<file path="src/rtl/slot_pkg.sv">
// Shared types and default sizes for the slot machine reel datapath.
// The game FSM's state encoding and the reel sequencer's own state live here.
package slot_pkg;

    typedef enum logic [1:0] {
        SET  = 2'b00,
        RUN  = 2'b01,
        STOP = 2'b10,
        WIN  = 2'b11
    } fsm_state_t;

    typedef enum logic [2:0] {
        IDLE    = 3'd0,
        SPIN    = 3'd1,
        STAGGER = 3'd2,
        EVAL    = 3'd3,
        DONE    = 3'd4
    } seq_state_t;

    localparam int DEF_SYMBOL_W  = 3;
    localparam int DEF_NUM_REELS = 3;

endpackage

</file>
<file path="src/rtl/slot_reel.sv">
// One reel: a symbol counter that advances by STEP on each spin tick while running.
// Stop beats start, and start beats tick, so a reel never moves on the edge it stops.
module slot_reel #(
    parameter int SYMBOL_W = 3,
    parameter int STEP     = 1
) (
    input  logic                clk,
    input  logic                rst,
    input  logic                i_tick,
    input  logic                i_start,
    input  logic                i_stop,
    output logic [SYMBOL_W-1:0] o_sym,
    output logic                o_stopped
);

    localparam logic [SYMBOL_W-1:0] STEP_V = SYMBOL_W'(STEP);

    logic [SYMBOL_W-1:0] r_sym;
    logic                r_stopped;

    always_ff @(posedge clk) begin
        if (rst) begin
            r_sym     <= '0;
            r_stopped <= 1'b1;
        end else if (i_stop) begin
            r_stopped <= 1'b1;
        end else if (i_start) begin
            r_stopped <= 1'b0;
        end else if (i_tick && !r_stopped) begin
            r_sym <= r_sym + STEP_V;
        end
    end

    assign o_sym     = r_sym;
    assign o_stopped = r_stopped;

endmodule

</file>
<file path="src/rtl/slot_reel_sequencer.sv">
// Reel datapath controller: follows the game state, spins the reels, stops them one by one
// at a fixed gap, then compares the stopped symbols and reports a win.
module slot_reel_sequencer
    import slot_pkg::*;
#(
    parameter int NUM_REELS = DEF_NUM_REELS,
    parameter int SYMBOL_W  = DEF_SYMBOL_W,
    parameter int SPIN_DIV  = 4,
    parameter int STOP_GAP  = 16
) (
    input  logic                          clk,
    input  logic                          rst,
    input  logic [1:0]                    state,
    output logic [NUM_REELS*SYMBOL_W-1:0] reel_sym,
    output logic [NUM_REELS-1:0]          reel_stopped,
    output logic                          spin_done,
    output logic                          win_flag,
    output seq_state_t                    seq_dbg
);

    localparam int PRESC_W = (SPIN_DIV > 1) ? $clog2(SPIN_DIV) : 1;
    localparam int GAP_W   = (STOP_GAP > 1) ? $clog2(STOP_GAP) : 1;
    localparam int IDX_W   = $clog2(NUM_REELS + 1);

    seq_state_t         r_seq;
    logic [PRESC_W-1:0] r_presc;
    logic [GAP_W-1:0]   r_gap;
    logic [IDX_W-1:0]   r_idx;
    logic               r_spin_done;
    logic               r_win;

    fsm_state_t          w_state;
    logic                w_active;
    logic                w_abort;
    logic                w_tick;
    logic                w_start;
    logic                w_first_stop;
    logic                w_gap_wrap;
    logic                w_gap_stop;
    logic                w_last_idx;
    logic [PRESC_W-1:0]  w_presc_next;
    logic [GAP_W-1:0]    w_gap_next;
    logic [NUM_REELS-1:0] w_stop;
    logic [SYMBOL_W-1:0] w_sym [NUM_REELS];
    logic                w_all_eq;

    assign w_state      = fsm_state_t'(state);
    assign w_active     = (r_seq == SPIN) || (r_seq == STAGGER);
    assign w_abort      = w_active && (w_state == SET);
    assign w_tick       = w_active && !w_abort && (r_presc == PRESC_W'(SPIN_DIV - 1));
    assign w_start      = (r_seq == IDLE) && (w_state == RUN);
    assign w_first_stop = (r_seq == SPIN) && (w_state == STOP);
    assign w_gap_wrap   = (r_gap == GAP_W'(STOP_GAP - 1));
    assign w_gap_stop   = (r_seq == STAGGER) && !w_abort && w_gap_wrap;
    assign w_last_idx   = (r_idx == IDX_W'(NUM_REELS - 1));
    assign w_presc_next = (r_presc == PRESC_W'(SPIN_DIV - 1)) ? '0 : r_presc + PRESC_W'(1);
    assign w_gap_next   = w_gap_wrap ? '0 : r_gap + GAP_W'(1);

    // Reel i spins with step 2i+1, so reels drift apart between stops.
    for (genvar i = 0; i < NUM_REELS; i++) begin : g_reel
        if (i == 0) begin : g_first
            assign w_stop[i] = w_abort || w_first_stop;
        end else begin : g_rest
            assign w_stop[i] = w_abort || (w_gap_stop && (r_idx == IDX_W'(i)));
        end

        slot_reel #(
            .SYMBOL_W (SYMBOL_W),
            .STEP     (2 * i + 1)
        ) u_reel (
            .clk       (clk),
            .rst       (rst),
            .i_tick    (w_tick),
            .i_start   (w_start),
            .i_stop    (w_stop[i]),
            .o_sym     (w_sym[i]),
            .o_stopped (reel_stopped[i])
        );

        assign reel_sym[i*SYMBOL_W +: SYMBOL_W] = w_sym[i];
    end

    always_comb begin
        w_all_eq = 1'b1;
        for (int i = 1; i < NUM_REELS; i++) begin
            if (w_sym[i] != w_sym[0]) w_all_eq = 1'b0;
        end
    end

    always_ff @(posedge clk) begin
        if (rst) begin
            r_seq       <= IDLE;
            r_presc     <= '0;
            r_gap       <= '0;
            r_idx       <= '0;
            r_spin_done <= 1'b0;
            r_win       <= 1'b0;
        end else begin
            case (r_seq)
                IDLE: begin
                    if (w_state == RUN) begin
                        r_seq       <= SPIN;
                        r_presc     <= '0;
                        r_spin_done <= 1'b0;
                        r_win       <= 1'b0;
                    end
                end
                SPIN: begin
                    if (w_abort) begin
                        r_seq       <= IDLE;
                        r_spin_done <= 1'b0;
                        r_win       <= 1'b0;
                    end else begin
                        r_presc <= w_presc_next;
                        if (w_state == STOP) begin
                            r_seq <= (NUM_REELS == 1) ? EVAL : STAGGER;
                            r_idx <= IDX_W'(1);
                            r_gap <= '0;
                        end
                    end
                end
                STAGGER: begin
                    if (w_abort) begin
                        r_seq       <= IDLE;
                        r_spin_done <= 1'b0;
                        r_win       <= 1'b0;
                    end else begin
                        r_presc <= w_presc_next;
                        r_gap   <= w_gap_next;
                        if (w_gap_wrap) begin
                            r_idx <= r_idx + IDX_W'(1);
                            if (w_last_idx) r_seq <= EVAL;
                        end
                    end
                end
                EVAL: begin
                    r_win       <= w_all_eq;
                    r_spin_done <= 1'b1;
                    r_seq       <= DONE;
                end
                DONE: begin
                    if (w_state == SET) begin
                        r_seq       <= IDLE;
                        r_spin_done <= 1'b0;
                        r_win       <= 1'b0;
                    end
                end
                default: r_seq <= IDLE;
            endcase
        end
    end

    assign spin_done = r_spin_done;
    assign win_flag  = r_win;
    assign seq_dbg   = r_seq;

endmodule
</file>
<file path="config.mk">
export PLATFORM = sky130hd
export DESIGN_NAME = slot_reel_sequencer
export DESIGN_NICKNAME = d
export VERILOG_FILES = /design/src/rtl/slot_pkg.sv /design/src/rtl/slot_reel.sv /design/src/rtl/slot_reel_sequencer.sv
export SDC_FILE = /design/constraint.sdc
export NUM_CORES = 1
export LEC_CHECK = 0
export CAP_MARGIN = 0
export CORE_MARGIN = 2
export CORE_UTILIZATION = 50
export DETAILED_ROUTE_END_ITERATION = 16
export DONT_BUFFER_PORTS = 1
export PLACE_DENSITY_LB_ADDON = 0.15
export SLEW_MARGIN = 20
export SYNTH_ARGS = -nofsm -noshare
export SYNTH_HDL_FRONTEND = slang
export SYNTH_SLANG_ARGS = --single-unit
</file>
<file path="constraint.sdc">
create_clock -name clk -period 2.1 [get_ports clk]
set_clock_uncertainty 0.15 [all_clocks]
set_input_delay 0.63 -clock clk [delete_from_list [all_inputs] [get_ports clk]]
set_output_delay 0.63 -clock clk [all_outputs]
set_load 0.05 [all_outputs]
</file>
==> results.py, run 1 <==
metrics = {
    "clock_tree": {
        "cts_root_buf": "clkbuf_4",
        "clk_latency_ps": 320,
        "cts.sinks": 25,
        "cts_tree": "built",
        "h-tree-depth": 1,
        "cts.clk_slew.worst_paths_ps": 140,
        "cts_buffers": 3,
        "clockBufferDepth": 2,
    },
    "placed_design": {
        "portBuffers": 0,
        "gp_congestion": 0.8393,
        "placed_cell_area_um2": 1506,
        "dp_hpwl_um": 2390,
        "place_inst": 202,
    },
    "critical_path": {
        "required_ps": 2170,
        "crit_slowest_cell": "or3_1",
        "timing.rr.start": "r_presc[0]",
        "path_cells": "ha_1 > o21ai_0 > or3_1 > nor4b_2 > mux2_1",
        "startpoint_type": "flop",
        "ff2ff_path_depth": 5,
        "cp.arrival_ps": 2050,
        "cpPeakStageDelay_ps": 440,
        "endpoint_kind": "flop",
        "path_max_fanout": 7,
        "crit_type": "flop to flop",
        "rrSetupSlack_ps": 130,
        "reg2reg_to": "g_reel[0].u_reel.o_sym[2]",
    },
    "logic_synthesis": {
        "synthDistinctLibCells": 48,
        "synth_area_leaders": "dfxtp_1 (35%), ha_1 (6.2%), a21oi_1 (3.9%)",
        "synth_nets": 181,
        "synthTopCellsByCount": "dfxtp_1 (25), nor2_1 (14), a21oi_1 (11), nand2_1 (11), o21ai_0 (8)",
        "synth-edff-count": 0,
        "syn-cell-area_um2": 1413,
        "yosysTopAreaCell": "dfxtp_1",
        "ys.flop_type": "dfxtp_1",
        "synth_top_area_share_pct": 35.43,
        "async_flop_share_pct": 0,
        "synth_most_common_cell": "dfxtp_1",
        "synth.yosys.seq_area_share_pct": 35.43,
        "ys_seq_elements": 25,
        "synthesis.instances": 170,
        "synth_warnings": 0,
        "avgSynthCellArea_um2": 8.309,
    },
    "sta": {
        "period_share_pct": 93.97,
        "period_needed_ps": 1973,
        "tightest_slew_ps": 646.9,
        "hold_viol": 0,
        "setup_viol": 0,
        "whs_ps": 208.4,
        "rsz0062_at_grt": "false",
        "max_freq_mhz": 506.7,
        "setup-tns-final_ps": 0,
        "relSlewSlack_pct": 56.82,
        "slew_violations": 0,
    },
    "min_path": {
        "hold_start": "rst",
        "min_path_cells": 1,
        "hold_end": "g_reel[1].u_reel.o_sym[2]",
        "hp-class": "input pin to flop",
    },
    "final_layout": {
        "design_area_um2": 1538,
        "post_route_cells_drive_above_1_share_pct": 14.29,
        "final_nets": 187,
        "finish.utilization_pct": 56.74,
        "n_antenna_cell": 0,
        "syn2layout_area_growth_pct": 8.857,
        "fin_cells": 206,
    },
    "power": {
        "p_leak_uw": 0.0005761,
        "peakVddDrop_mv": 0.3465,
        "p_per_area_nw_per_um2": 517.0,
    },
    "drt": {
        "vias_per_cell": 6.233,
        "wire_per_inst_um": 15.34,
        "vias": 1284,
        "wl_um": 3161,
        "dr_wl_met2_um": 1596,
        "wl_met3_um": 93,
        "drc": 0,
        "drt_iter0_drc": 63,
        "top_layer": "met4",
        "ant_nets": 0,
        "wl_met1_um": 1420,
        "detail_route.first_pass.iterations": 4,
    },
    "die": {
        "die_y_um": 57.15,
        "dieArea_um2": 3266,
        "rows": 19,
        "io_pins": 21,
        "die_w_um": 57.15,
        "design.core.area_um2": 2710,
        "initial_utilization_pct": 52.12,
    },
    "global_routing": {
        "grt_pass1_vias": 1211,
        "grt_max_degree": 23,
        "grt_use_total_pct": 20.62,
        "gr-total-overflow": 0,
        "grt_pass1_wl_um": 5306,
        "grt_antenna_before_repair": 0,
    },
    "status": {
        "outcome": "finished, final reports clean",
    },
    "flow_run": {
        "cap_violations": 0,
    },
}
worst max-delay path: cells and delay by family (launching register included):
family,cells,cell delay [ps]
flip-flops,1,380
adder cells (fa/ha/maj),1,180
multiplexers,1,350
AO/OA/AOI/OAI,1,100
AND/OR/NAND/NOR,2,720
cells by family after synthesis:
kind of cell / synth area share (%)
AO/OA/AOI/OAI: 22.94
XOR/XNOR: 0.6201
adder cells (fa/ha/maj): 6.200
buffers and inverters: 7.085
flip-flops: 35.43
multiplexers: 3.720
AND/OR/NAND/NOR: 24.01
power breakdown:
part / internal (uW) / switching, uW
registers: 481 / 22.2
logic: 29.7 / 43.8
clock network: 74.3 / 144
total: 585 / 210
cell usage in the layout, fill, tap and decap left out, drive strengths merged, types with 4 or more instances in the layout:
cell,Yosys,final
nand2,11,11
inv,6,6
o21ai,8,8
buf,8,16
a21oi,11,11
or3,4,4
clkbuf,7,4
dfxtp,25,25
o31ai,6,6
o211ai,4,4
nor2,14,14
a31oi,5,5
ha,7,7
nor3,4,4
nand3,6,6
area by class of cell:
cell class              count  area (um2)
well taps                  31       38.79
clock buffers               4       26.28
multi-input cells         123       818.3
fillers                   256        1172
inverters                   7       26.28
repair buffers             16       120.1
flip-flops and latches     25       508.0
per-layer routing:
layer | global-route usage [%] | up-vias
met5 | 0 | -
met4 | 10.30 | 0
met3 | 3.175 | 6
met2 | 34.48 | 29
met1 | 25.82 | 608
li1 | - | 641
how the worst max path moves through the flow:
stage               slack (ps)  startpoint  depth (start not counted)                         to
detailed placement          40    state[1]                          4  g_reel[0].u_reel.o_sym[2]
finish                     130  r_presc[0]                          5  g_reel[0].u_reel.o_sym[2]
global route                20  r_presc[0]                          5  g_reel[0].u_reel.o_sym[2]
CTS                        100  seq_dbg[1]                          4  g_reel[0].u_reel.o_sym[2]
global placement            90    state[1]                          4  g_reel[0].u_reel.o_sym[2]
floorplan                    6    state[1]                          5  g_reel[0].u_reel.o_sym[2]
state kept, by name (all words and copies together), names as in the netlist:
signal	flops
r_presc	2
g_reel.u_reel.o_sym	9
r_gap	4
win_flag	1
seq_dbg	3
r_idx	2
g_reel.u_reel.o_stopped	3
spin_done	1
what timing repair did:
action / in CTS / in global routing
setup buffers: 0 / 0
endpoints found under the setup margin: 0 / 2
resized for setup: 0 / 2
hold buffers: 0 / 0
metrics by stage:
step | power [uW] | setup slack [ps]
finish | 795.1 | 126.5
CTS | 802.7 | 95.94
global route | 834.0 | 17.30
floorplan | 580.3 | 6.040
global placement | 585.9 | 92.53
detailed placement | 587.9 | 40.32
Note: power is estimated with default switching activity, not from simulation.
==> run 2, diff against run 1 <==
--- a/config.mk
+++ b/config.mk
@@ -6,6 +6,7 @@
 export NUM_CORES = 1
 export LEC_CHECK = 0
 export CAP_MARGIN = 0
+export CORE_ASPECT_RATIO = 0.7
 export CORE_MARGIN = 2
 export CORE_UTILIZATION = 50
 export DETAILED_ROUTE_END_ITERATION = 16
==> run 2 against run 1 <==
Non-clock buffer count up 2. Setup slack better by 21 ps. Global-route usage up 2.0 points. Power up 9.3%. Sequential share of layout area down 1.1 points. Routed wire length up 6.6%. Design area up 2.3%. Clock power up 32%. First-iteration DRC count up 48%. Count of clock-buffer cells in the layout unchanged.
==> results.py, run 2 (synthesis results as in run 1) <==
metrics = {
    "status": {
        "outcome": "finished, final reports clean",
    },
    "drt": {
        "wire_per_inst_um": 15.83,
        "detail_route.first_pass.iterations": 6,
        "wl_um": 3371,
        "vias": 1298,
        "drt_iter0_drc": 93,
        "vias_per_cell": 6.094,
        "ant_nets": 0,
        "drc": 0,
    },
    "critical_path": {
        "timing.rr.start": "seq_dbg[1]",
        "path_cells": "xnor2_1 > or3_1 > nor4b_2 > mux2_1",
        "crit_type": "flop to flop",
        "reg2reg_to": "g_reel[0].u_reel.o_sym[2]",
        "endpoint_kind": "flop",
        "required_ps": 2110,
        "crit_slowest_cell": "dfxtp_2",
        "crit_family": "simple AND/OR/NAND/NOR gates",
        "ff2ff_path_depth": 4,
        "rrSetupSlack_ps": 150,
        "crit_buf_inv": 0,
        "cp.arrival_ps": 1970,
        "cpPeakStageDelay_ps": 480,
        "path_max_fanout": 15,
        "startpoint_type": "flop",
    },
    "clock_tree": {
        "postCtsHoldBufs": 0,
        "clk_latency_ps": 270,
        "cts.clk_slew.worst_paths_ps": 90,
        "cts_setup_buffers": 0,
        "clockBufferDepth": 2,
        "cts_root_buf": "clkbuf_8",
        "cts-resized-gates": 0,
        "cts.sinks": 25,
        "h-tree-depth": 1,
        "cts_buffers": 3,
        "cts_tree": "built",
    },
    "placed_design": {
        "dp_hpwl_um": 2491,
        "gp_congestion": 0.8852,
        "post-place-ws_ps": 60.53,
        "portBuffers": 0,
        "place_inst": 209,
        "placed_cell_area_um2": 1528,
    },
    "final_layout": {
        "largest_reg_flops": 9,
        "syn2layout_area_growth_pct": 11.34,
        "mostFrequentLayoutCell": "dfxtp_1",
        "finish.utilization_pct": 57.34,
        "post_route_cells_drive_above_1_share_pct": 15.25,
        "n_antenna_cell": 0,
        "design_area_um2": 1573,
        "final_cell_mix": "dfxtp_1 (23), buf_4 (18), nor2_1 (14), a21oi_1 (11), nand2_1 (11)",
        "final_nets": 189,
        "fillers": 243,
        "fin_cells": 213,
    },
    "global_routing": {
        "grt_antenna_before_repair": 0,
        "grt_max_degree": 23,
        "grt_pass1_wl_um": 5637,
        "gr-total-overflow": 0,
        "grt_use_total_pct": 22.59,
        "grt_pass1_vias": 1209,
    },
    "die": {
        "dieArea_um2": 3273,
        "initial_utilization_pct": 51.51,
        "die_w_um": 67.53,
        "die_y_um": 48.47,
        "rows": 16,
        "io_pins": 21,
        "design.core.area_um2": 2743,
    },
    "sta": {
        "fin_ws_ps": 147.2,
        "rsz0062_at_grt": "false",
        "slew_violations": 0,
        "tightest_slew_ps": 653.2,
        "hold_viol": 0,
        "period_needed_ps": 1953,
        "max_freq_mhz": 512.1,
        "period_share_pct": 92.99,
        "relSlewSlack_pct": 56.39,
        "setup_viol": 0,
        "setup-tns-final_ps": 0,
    },
    "min_path": {
        "hold_start": "rst",
        "min_path_cells": 1,
        "hold_end": "g_reel[0].u_reel.o_sym[0]",
        "hp-class": "input pin to flop",
    },
    "power": {
        "p_leak_uw": 0.0005929,
        "p_per_area_nw_per_um2": 552.6,
        "peakVddDrop_mv": 0.3243,
    },
    "flow_run": {
        "cap_violations": 0,
    },
}
==> run 2: cell types whose count changed in the layout (fill, tap and decap cells not counted) <==
| cell | delta |
|---|---|
| clkbuf_4 | -3 |
| clkbuf_8 | +3 |
| buf_4 | +2 |
| dfxtp_2 | +2 |
| dfxtp_4 | -2 |
==> run 2: power by group <==
part / internal, uW / switching, uW / total, uW
Combinational: 31.4 / 44.9 / 76.2
Clock: 136 / 153 / 289
Sequential: 482 / 22.2 / 504
==> run 2: layer usage <==
layer	share of wire, %	global-route usage (%)	vias up
met5	0	0	-
met4	0.50	4.082	0
met3	7.5	6.744	4
met2	45	33.17	40
met1	47	32.89	615
li1	-	-	639
==> run 2: worst max-delay path by stage <==
stage,from,to,slack (ps),depth (start not counted)
after floorplan,state[1],g_reel[0].u_reel.o_sym[2],6,5
after global placement,state[1],g_reel[0].u_reel.o_sym[2],90,4
after detailed placement,state[1],g_reel[0].u_reel.o_sym[2],60,4
after CTS,seq_dbg[1],g_reel[0].u_reel.o_sym[2],130,4
after global routing,seq_dbg[1],g_reel[0].u_reel.o_sym[2],20,4
final,seq_dbg[1],g_reel[0].u_reel.o_sym[2],150,4
==> run 2: final cells by class <==
type                       count  area (um2)  area share [%]
inverter                       7       26.28           1.671
tap                           36       45.04           2.864
timing repair buffer          18       135.1           8.592
clock buffer                   4       45.04           2.864
multi-input combinational    123       818.3           52.03
sequential                    25       503.0           31.98
==> run 2: per-stage QoR <==
stage                     hold WS [ps]  power [uW]
after CTS                        259.6       878.3
final                            269.3       869.1
after detailed placement         313.9       590.6
after global placement           307.2       587.9
after floorplan                  303.3       580.3
after global routing             252.8       916.6
